===== src/rtl/main_mul_approx_if.sv =====
// Bundles the operand/result signals of main_mul_approx.
//   in_valid  : operands a/b are sampled when high (master -> slave)
//   a, b      : 8-bit unsigned operands               (master -> slave)
//   out_valid : out/zero valid, one-cycle pulse        (slave -> master)
//   out       : approx log2(a*b), 4.7 fixed point      (slave -> master)
//   zero      : a==0 or b==0, out forced to 0          (slave -> master)
interface main_mul_approx_if;
    logic        in_valid;
    logic [7:0]  a;
    logic [7:0]  b;
    logic        out_valid;
    logic [10:0] out;
    logic        zero;

    modport master (
        output in_valid,
        output a,
        output b,
        input  out_valid,
        input  out,
        input  zero
    );

    modport slave (
        input  in_valid,
        input  a,
        input  b,
        output out_valid,
        output out,
        output zero
    );
endinterface


===== src/rtl/main_mul_approx.sv =====
// Approximate 8x8 unsigned multiplier (Mitchell's logarithmic method).
// Produces approx log2(a*b) as an 11-bit 4.7 fixed-point value, two cycles
// after the operands are accepted. Fully pipelined, no backpressure.
//   clk   : rising-edge clock
//   rst_n : asynchronous active-low reset
//   bus   : main_mul_approx_if.slave (in_valid, a, b, out_valid, out, zero)
module main_mul_approx (
    input logic                 clk,
    input logic                 rst_n,
    main_mul_approx_if.slave    bus
);

    // Leading-one position of x; 0 for x==0 or x==1.
    function automatic logic [2:0] lead_one(input logic [7:0] x);
        logic [2:0] k;
        k = 3'd0;
        for (int i = 0; i < 8; i++) begin
            if (x[i]) k = 3'(i);
        end
        return k;
    endfunction

    // Bits below the leading one, left-aligned into 7 bits.
    function automatic logic [6:0] mantissa(input logic [7:0] x, input logic [2:0] k);
        logic [7:0] sh;
        sh = x << (3'd7 - k);
        return sh[6:0];
    endfunction

    logic [2:0] ka_d, kb_d;
    logic [6:0] fa_d, fb_d;

    always_comb begin
        ka_d = lead_one(bus.a);
        kb_d = lead_one(bus.b);
        fa_d = mantissa(bus.a, ka_d);
        fb_d = mantissa(bus.b, kb_d);
    end

    // Stage 1 registers
    logic [2:0] ka_q, kb_q;
    logic [6:0] fa_q, fb_q;
    logic       zero_s1_q;
    logic       v1_q;

    always_ff @(posedge clk or negedge rst_n) begin
        if (!rst_n) begin
            ka_q      <= 3'd0;
            kb_q      <= 3'd0;
            fa_q      <= 7'd0;
            fb_q      <= 7'd0;
            zero_s1_q <= 1'b0;
            v1_q      <= 1'b0;
        end else begin
            v1_q <= bus.in_valid;
            if (bus.in_valid) begin
                ka_q      <= ka_d;
                kb_q      <= kb_d;
                fa_q      <= fa_d;
                fb_q      <= fb_d;
                zero_s1_q <= (bus.a == 8'd0) | (bus.b == 8'd0);
            end
        end
    end

    // Fraction carry propagates into the integer field; max 2046 fits in 11 bits.
    logic [10:0] sum;

    always_comb begin
        sum = {1'b0, ka_q, 7'd0} + {1'b0, kb_q, 7'd0} + {4'd0, fa_q} + {4'd0, fb_q};
    end

    // Stage 2 registers
    logic [10:0] out_q;
    logic        zero_q;
    logic        out_valid_q;

    always_ff @(posedge clk or negedge rst_n) begin
        if (!rst_n) begin
            out_q       <= 11'd0;
            zero_q      <= 1'b0;
            out_valid_q <= 1'b0;
        end else begin
            out_valid_q <= v1_q;
            if (v1_q) begin
                out_q  <= zero_s1_q ? 11'd0 : sum;
                zero_q <= zero_s1_q;
            end
        end
    end

    assign bus.out       = out_q;
    assign bus.zero      = zero_q;
    assign bus.out_valid = out_valid_q;

endmodule


===== src/flat_wrapper.sv =====
// flat-port wrapper written by rule: the top's interface ports become plain ports
module main_mul_approx_flat 
  (clk, rst_n, bus_in_valid, bus_a, bus_b, bus_out_valid, bus_out, bus_zero);
  main_mul_approx_if bus_i ();
  input logic clk;
  input logic rst_n;
  input wire logic [$bits(bus_i.in_valid)-1:0] bus_in_valid;
  input wire logic [$bits(bus_i.a)-1:0] bus_a;
  input wire logic [$bits(bus_i.b)-1:0] bus_b;
  output wire logic [$bits(bus_i.out_valid)-1:0] bus_out_valid;
  output wire logic [$bits(bus_i.out)-1:0] bus_out;
  output wire logic [$bits(bus_i.zero)-1:0] bus_zero;
  assign bus_i.in_valid = bus_in_valid;
  assign bus_i.a = bus_a;
  assign bus_i.b = bus_b;
  assign bus_out_valid = bus_i.out_valid;
  assign bus_out = bus_i.out;
  assign bus_zero = bus_i.zero;
  main_mul_approx u_core (.clk(clk), .rst_n(rst_n), .bus(bus_i));
endmodule

===== config.mk =====
export PLATFORM = sky130hd
export DESIGN_NAME = main_mul_approx_flat
export DESIGN_NICKNAME = d
export VERILOG_FILES = /design/src/rtl/main_mul_approx_if.sv /design/src/rtl/main_mul_approx.sv /design/src/flat_wrapper.sv
export SDC_FILE = /design/constraint.sdc
export NUM_CORES = 1
export LEC_CHECK = 0
export BUFFER_PORTS_ARGS = -buffer_cell sky130_fd_sc_hd__clkbuf_2
export CORE_UTILIZATION = 25
export DETAILED_ROUTE_END_ITERATION = 6
export PLACE_DENSITY_LB_ADDON = 0.1
export SYNTH_ARGS = -nofsm -noshare
export SYNTH_HDL_FRONTEND = slang
export SYNTH_SLANG_ARGS = --single-unit

===== constraint.sdc =====
create_clock -name clk -period 3.3 [get_ports clk]
set_input_delay 0.495 -clock clk [delete_from_list [all_inputs] [get_ports clk]]
set_output_delay 0.495 -clock clk [all_outputs]
set_load 0.01 [all_outputs]

**After elaboration in Yosys (flattened, before gate mapping)**

Cells that the tools add are included.

- Bits in registers: 35
- Logic and storage cells: 34
- Bits of input ports: 19
- Output and inout port bits: 13

- Shift-type cells: 2
- Reductions and logical operators: 2
- Add/sub/neg operators: 5
- Bitwise gates (word level): 1
- Muxes and demuxes: 15

Operators by type and width:

| operator | count |
|---|---|
| $mux 3 | 10 |
| $add 11x7->11 | 2 |
| $logic_not 8->1 | 2 |
| $shl 8x3->7 | 2 |
| $add 10x10->11 | 1 |
| $mux 11 | 1 |
| $sub 3x3->3 const A | 2 |
| $mux 2 | 2 |
| $mux 1 | 2 |
| $or 1x1->1 | 1 |

**Longest topological paths before layout**

Gate-level depths: netlist of run 1.

- Depth in word-level cells: 9
- Mapped depth: 7
- Mapped depth without buffers: 7

**Worst setup path before layout of run 1**

Ideal clock, no wire load.

- Kind: reg-to-reg
- Start: reg u_core.fb_q[0]
- End: reg u_core.out_q[8] (netlist: u_core.bus.out[8])
- Required time: 3.179 ns
- Cell stages (with the launch flop): 8
- Buffers on the path: 0
- Arrival: 1.827 ns
- Path slack: 1.352 ns
- Setup time: 0.121 ns
- Period minus slack after synthesis: 1.948 ns
- Path through: dfrtp_1 -> ha_1 -> fa_1 -> a211oi_1 -> nor2_1 -> o21ai_1 -> xnor2_1 -> a22o_1

- Cells in the longest elaborated chain, start to end: 2

RTL lines:

| element | line | RTL |
|---|---|---|
| start: declaration | main_mul_approx.sv:42 | `logic [6:0] fa_q, fb_q;` |
| start signal: assignment | main_mul_approx.sv:51 | `fb_q <= 7'd0;` |
| start signal: assignment | main_mul_approx.sv:60 | `fb_q <= fb_d;` |
| $add 11x7->11 | main_mul_approx.sv:70 | `sum = {1'b0, ka_q, 7'd0} + {1'b0, kb_q, 7'd0} + {4'd0, fa_q} + {4'd0, fb_q};` |
| $mux 11 | main_mul_approx.sv:86 | `out_q <= zero_s1_q ? 11'd0 : sum;` |
| end signal: assignment | main_mul_approx.sv:86 |  |
| end: declaration | main_mul_approx.sv:74 | `logic [10:0] out_q;` |

No other way between the ends.
A chain may end at the register's enable or synchronous reset.

**Worst setup path in the final report of run 1**

Ends and elaborated chain as after synthesis.

==> metrics.cfg, run 1 <==
[sta]
setup_viol=0
drv_slew=0
clock.fmax_ghz=0.4703
fin_crit_ps=2126
fin_ws_ps=1174
finalCritPeriodShare_pct=64.44
fin_worst_skew_ps=8.309
worstMarginPinSlew_ps=907.6
finalHoldViolCount=0
slew_headroom_pct=39.49
finalSetupTns_ps=0
rsz0062_at_grt=false

[yosys]
synth-edff-count=0
syn_area_um2=2253
muxShareOfSynthArea_pct=2.998
ys_warn_count=0
yosys.area_share.simple_pct=14.55
synthDistinctLibCells=58
syn_inst=248
synth_top_area_share_pct=38.87
synth_top_family_by_area=compound AO/OA/AOI/OAI gates
synth-async-reset-ratio_pct=100.0
synthXorXnorAreaFrac_pct=1.943
synthFlopType=dfrtp_1
synth_fa_ha_area_share_pct=6.441
synth_area_leaders=dfrtp_1 39%, ha_1 5.6%, o21ai_0 4.4%
seq_area_frac_synth_pct=38.87
synth_nets=278
synth_top_cell_by_area=dfrtp_1
synth-seq-cells=35
syn_avg_cell_area_um2=9.086
synth-compound-area-share_pct=29.93

[setup_path]
worstPathArrival_ps=2300
worstSetupEndpointType=flop
crit_fanout=3
critPathTopFamily=compound AO/OA/AOI/OAI gates
worstPathRequired_ps=3470
cp-start-kind=flop
max_stage_delay_ps=430
crit_buf_inv=0
worstPathCellList=ha_1, fa_1, a211oi_1, nor2_1, o21ai_1, xnor2_1, a22o_1
crit_slowest_cell=fa_1
worstSetupPathType=reg -> reg

[cts]
hold_buffers=0
clock-sinks=35
ctsLongestPathBuffers=2
cts_resized=0
post-cts-setup-buffers=0
clkSlewWorstSetupHoldPaths_ps=80
worstSkewPairLatency_ps=290
cts_tree=built
numCtsBuffers=5
clk_root_buffer_cell=clkbuf_8
h-tree-depth=2

[drt]
drc=0
vias_per_cell=4.969
vias=1913
detailedRoute.firstPassIterationCount=4
drt-initial-drc-count=62
wire_per_inst_um=15.22
ant_nets=0
routed_wl_um=5859

[power_and_ir_drop]
p_per_area_nw_per_um2=482.0
leakage_uw=0.001133
p_total_uw=1251
vdd_drop_max_mv=0.1522

[floorplanning]
num_rows=34
dieWidth_um=96.94
io_pins=32
initial_core_util_pct=25.84
dieArea_um2=9397
core_area_um2=8721
die_h_um=96.94

[place]
post-place-ws_ps=1164
gp_congestion=0.7941
placed_area_um2=2492
io_buffers=31
hpwl_um=4487

[min_path]
hold_path_class=in -> async

[global_routing]
grt_usage_pct=12.95
grt_pass1_vias=1857
antenna_found_initial=0
overflow=0
grt_max_degree=41
grt_pass1_wl_um=9735

[layout]
layout_common_cells=35 x dfrtp_1, 31 x clkbuf_2, 23 x nor2_1
diodes=0
final_common_cell=dfrtp_1
area_growth_pct=15.21
layout.nets=306
design_area_um2=2596
drive_above_1_share_pct=19.13

[flow_run]
drv_cap=0

[status]
status=finished, final reports clean

## kinds of logic (layout without fill, tap and decap cells)
family	after synthesis	after routing
buffers and inverters	27	56
AO/OA/AOI/OAI	96	96
XOR/XNOR	5	5
multiplexers	6	6
flip-flops	35	35
adder cells (fa/ha/maj)	11	11
AND/OR/NAND/NOR	68	68
## metrics by stage
step,instances,utilization (%),hold WS [ps]
3_3_place_gp,377,28.58,470.6
4_1_cts,385,29.77,364.1
2_1_floorplan,248,-,199.4
5_1_grt,385,29.77,403.7
3_5_place_dp,377,28.58,466.3
6_report,385,29.77,322.4
## metal layers
layer | GRT usage (%) | up-vias | part of all wire, %
li1 | - | 972 | -
met1 | 18.36 | 899 | 52
met2 | 19.61 | 37 | 43
met3 | 2.673 | 5 | 3.3
met4 | 4.133 | 0 | 1.3
met5 | 0 | - | 0
## cell type report
class	count	area, µm²
multi-input cells	186	1259
clock inverters	1	7.507
flip-flops and latches	35	875.8
clock buffers	7	96.34
fillers	924	6125
well taps	108	135.1
inverters	16	60.06
repair buffers	32	162.7
## flip-flops by register name (all words and copies together), names as in the netlist, 3 cells and up
signal	count
u_core.ka_q	3
u_core.fb_q	7
u_core.fa_q	7
u_core.bus.out	11
u_core.kb_q	3
## where the power goes
group          leakage [µW]  total [µW]  switching, µW  internal (µW)
clock network     0.0000505         349            159            190
registers          0.000414         533           42.7            490
logic              0.000669         369            214            155
total               0.00113        1250            416            835
## worst paths after layout
check                                   from                    to  slack, ps  depth (start not counted)
min                                    rst_n  u_core.bus.out_valid        320                          1
max in group asynchronous              rst_n        u_core.ka_q[1]       2400                          1
max reg2reg                   u_core.fb_q[0]     u_core.bus.out[8]       1170                          7
min reg2reg                u_core.bus.out[3]     u_core.bus.out[3]        490                          2
min in group clk           u_core.bus.out[3]     u_core.bus.out[3]        490                          2
max                           u_core.fb_q[0]     u_core.bus.out[8]       1170                          7
## synthesized netlist by cell type, drive strengths merged, types with 2 or more instances
cell type  number
a211oi          5
a21o            6
a21oi          22
a22o            2
a31oi           4
a32oi           2
buf             5
clkbuf          6
dfrtp          35
ha             10
inv            16
mux2            3
mux2i           3
nand2          20
nand2b          2
nand3           5
nand3b          2
nor2           23
nor2b           3
nor3            3
o211ai          2
o21a            3
o21ai          21
o21bai          3
o221ai          2
o22ai           2
o2bb2ai         4
o311ai          4
o31ai           5
o41ai           3
or2             4
xnor2           3
xor2            2
No activity file was read; power rests on OpenSTA's default activity.
==> run 2, diff against run 1 <==
- clock period: 3.3 -> 2.2 ns (I/O delays scaled with it)
==> run 2 against run 1 <==
  * Sequential share of layout area fell by 0.45 points
  * Final cell count rose by 1.0%
  * Design area rose by 1.3%
  * Combinational power rose by 56%
  * Routed wire length rose by 1.7%
  * Worst hold slack got worse by 270 ps
  * Via count fell by 0.16%
  * Total power rose by 51%
  * Clock skew fell by 2.7 ps
  * Largest power group unchanged
  * Highest routed layer unchanged
==> metrics.cfg, run 2 (synthesized netlist as in run 1, its figures left out) <==
[status]
status=finished, final reports clean  ; unchanged

[layout]
diodes=0  ; unchanged
layout.nets=310  ; was 306
final_common_cell=dfrtp_1  ; unchanged
layout_common_cells=35 x dfrtp_1, 31 x clkbuf_2, 23 x nor2_1  ; unchanged
drive_above_1_share_pct=20.64  ; was 19.13%
n_fill_cell=930  ; was 924
area_growth_pct=16.77  ; was 15.21%
largest_reg_flops=11  ; unchanged
regArea_um2=875.8  ; unchanged
multi_input_area_um2=1267  ; was 1259 µm²

[sta]
drv_slew=0  ; unchanged
fin_crit_ps=2054  ; was 2126 ps
fin_worst_skew_ps=5.602  ; was 8.309 ps
clock.fmax_ghz=0.4868  ; was 0.4703 GHz
worstMarginPinSlew_ps=622.2  ; was 907.6 ps
hold_slack_ps=47.71  ; was 322.4 ps
finalSetupTns_ps=0  ; unchanged
rsz0062_at_grt=false  ; unchanged
finalCritPeriodShare_pct=93.37  ; was 64.44%
slew_headroom_pct=58.52  ; was 39.49%
setup_viol=0  ; unchanged
finalHoldViolCount=0  ; unchanged

[setup_path]
cp-start-kind=flop  ; unchanged
worstSetupEndpointType=flop  ; unchanged
worstPathCellList=ha_1, fa_1, a211oi_2, nor2_1, o21ai_2, xnor2_1, a22o_1  ; was ha_1, fa_1, a211oi_1, nor2_1, o21ai_1, xnor2_1, a22o_1
worstPathRequired_ps=2380  ; was 3470 ps
crit_buf_inv=0  ; unchanged
worstPathArrival_ps=2230  ; was 2300 ps
worstSetupPathType=reg -> reg  ; unchanged
critPathTopFamily=adder cells  ; was compound AO/OA/AOI/OAI gates
crit_fanout=3  ; unchanged
crit_slowest_cell=fa_1  ; unchanged
max_stage_delay_ps=450  ; was 430 ps

[cts]
h-tree-depth=2  ; unchanged
ctsLongestPathBuffers=2  ; unchanged
clock-sinks=35  ; unchanged
numCtsBuffers=5  ; unchanged
clkSlewWorstSetupHoldPaths_ps=70  ; was 80 ps
cts_resized=0  ; unchanged
post-cts-setup-buffers=0  ; unchanged
cts_tree=built  ; unchanged
hold_buffers=0  ; unchanged
clk_root_buffer_cell=clkbuf_8  ; unchanged
worstSkewPairLatency_ps=280  ; was 290 ps

[floorplanning]
core_area_um2=8721  ; unchanged
die_h_um=96.94  ; unchanged
io_pins=32  ; unchanged
dieArea_um2=9397  ; unchanged
initial_core_util_pct=25.84  ; unchanged
dieWidth_um=96.94  ; unchanged
num_rows=34  ; unchanged

[drt]
vias=1910  ; was 1913
routed_wl_um=5957  ; was 5859 µm
drt-initial-drc-count=52  ; was 62
ant_nets=0  ; unchanged
wire_per_inst_um=15.31  ; was 15.22 µm
detailedRoute.firstPassIterationCount=4  ; unchanged
drc=0  ; unchanged
vias_per_cell=4.910  ; was 4.969

[global_routing]
grt_max_degree=41  ; unchanged
grt_pass1_wl_um=10160  ; was 9735 µm
grt_usage_pct=13.39  ; was 12.95%
grt_pass1_vias=1900  ; was 1857
antenna_found_initial=0  ; unchanged
overflow=0  ; unchanged

[power_and_ir_drop]
leakage_uw=0.001156  ; was 0.001133 µW
p_sw_share_pct=33.04  ; was 33.24%
p_int_uw=1263  ; was 835.4 µW
switching_power_uw=623.3  ; was 416.0 µW
clkPwrFrac_pct=27.3  ; was 27.9%
vdd_drop_max_mv=0.2647  ; was 0.1522 mV
p_per_area_nw_per_um2=717.0  ; was 482.0 nW/µm²
power_frac_comb_pct=30.6  ; was 29.5%
seq_power_share_pct=42.1  ; was 42.6%

[flow_run]
drv_cap=0  ; unchanged

[place]
hpwl_um=4598  ; was 4487 µm
gp_congestion=0.7934  ; was 0.7941
io_buffers=31  ; unchanged

[min_path]
hold_path_class=in -> async  ; unchanged

## run 2: changes by cell type in the layout (fill, tap and decap cells not counted), sizes merged
cell,change
buf,+4
clkbuf,+1
clkinvlp,-1
## run 2: power by group through the flow
stage          clock [µW]  sequential [µW]  combinational [µW]
2_1_floorplan           0              819                 362
3_3_place_gp            0              809                 577
3_5_place_dp            0              810                 573
4_1_cts               535              798                 577
5_1_grt               572              806                 655
6_report              515              795                 577
## run 2: layer usage
layer  routed length [µm]  track usage, %
met1                 3154           19.31
met2                 2532           20.21
met5                    0               0
met4                   62           3.444
met3                  208           2.818
## run 2: cell type report
type / instances / area share, %
clock buffer: 8 / 3.804
tap: 108 / 5.136
inverter: 16 / 2.282
multi-input combinational: 186 / 48.17
timing repair buffer: 36 / 7.323
sequential: 35 / 33.29
## run 2: final timing paths
check | start | slack, ps | to | cells after the start
setup / recovery | u_core.fb_q[0] | 150 | u_core.bus.out[8] | 7
hold / removal | rst_n | 50 | u_core.bus.out_valid | 1
setup reg to reg | u_core.fb_q[0] | 150 | u_core.bus.out[8] | 7
hold reg to reg | u_core.bus.out[6] | 480 | u_core.bus.out[6] | 2
max in group asynchronous | rst_n | 1600 | u_core.fb_q[1] | 2
min in group clk | bus_a[0] | 380 | u_core.fa_q[4] | 3
## run 2: stage by stage
step / util (%) / cell area [µm²] / cells / power (µW) / setup slack (ps)
4_1_cts: 30.07 / 2623 / 389 / 1910 / 10.71
6_report: 30.17 / 2631 / 389 / 1887 / 145.9
5_1_grt: 30.17 / 2631 / 389 / 2033 / 20.50
3_3_place_gp: 28.92 / 2522 / 381 / 1386 / 75.04
3_5_place_dp: 28.92 / 2522 / 381 / 1383 / 16.41
2_1_floorplan: - / 2253 / 248 / 1180 / 252.4
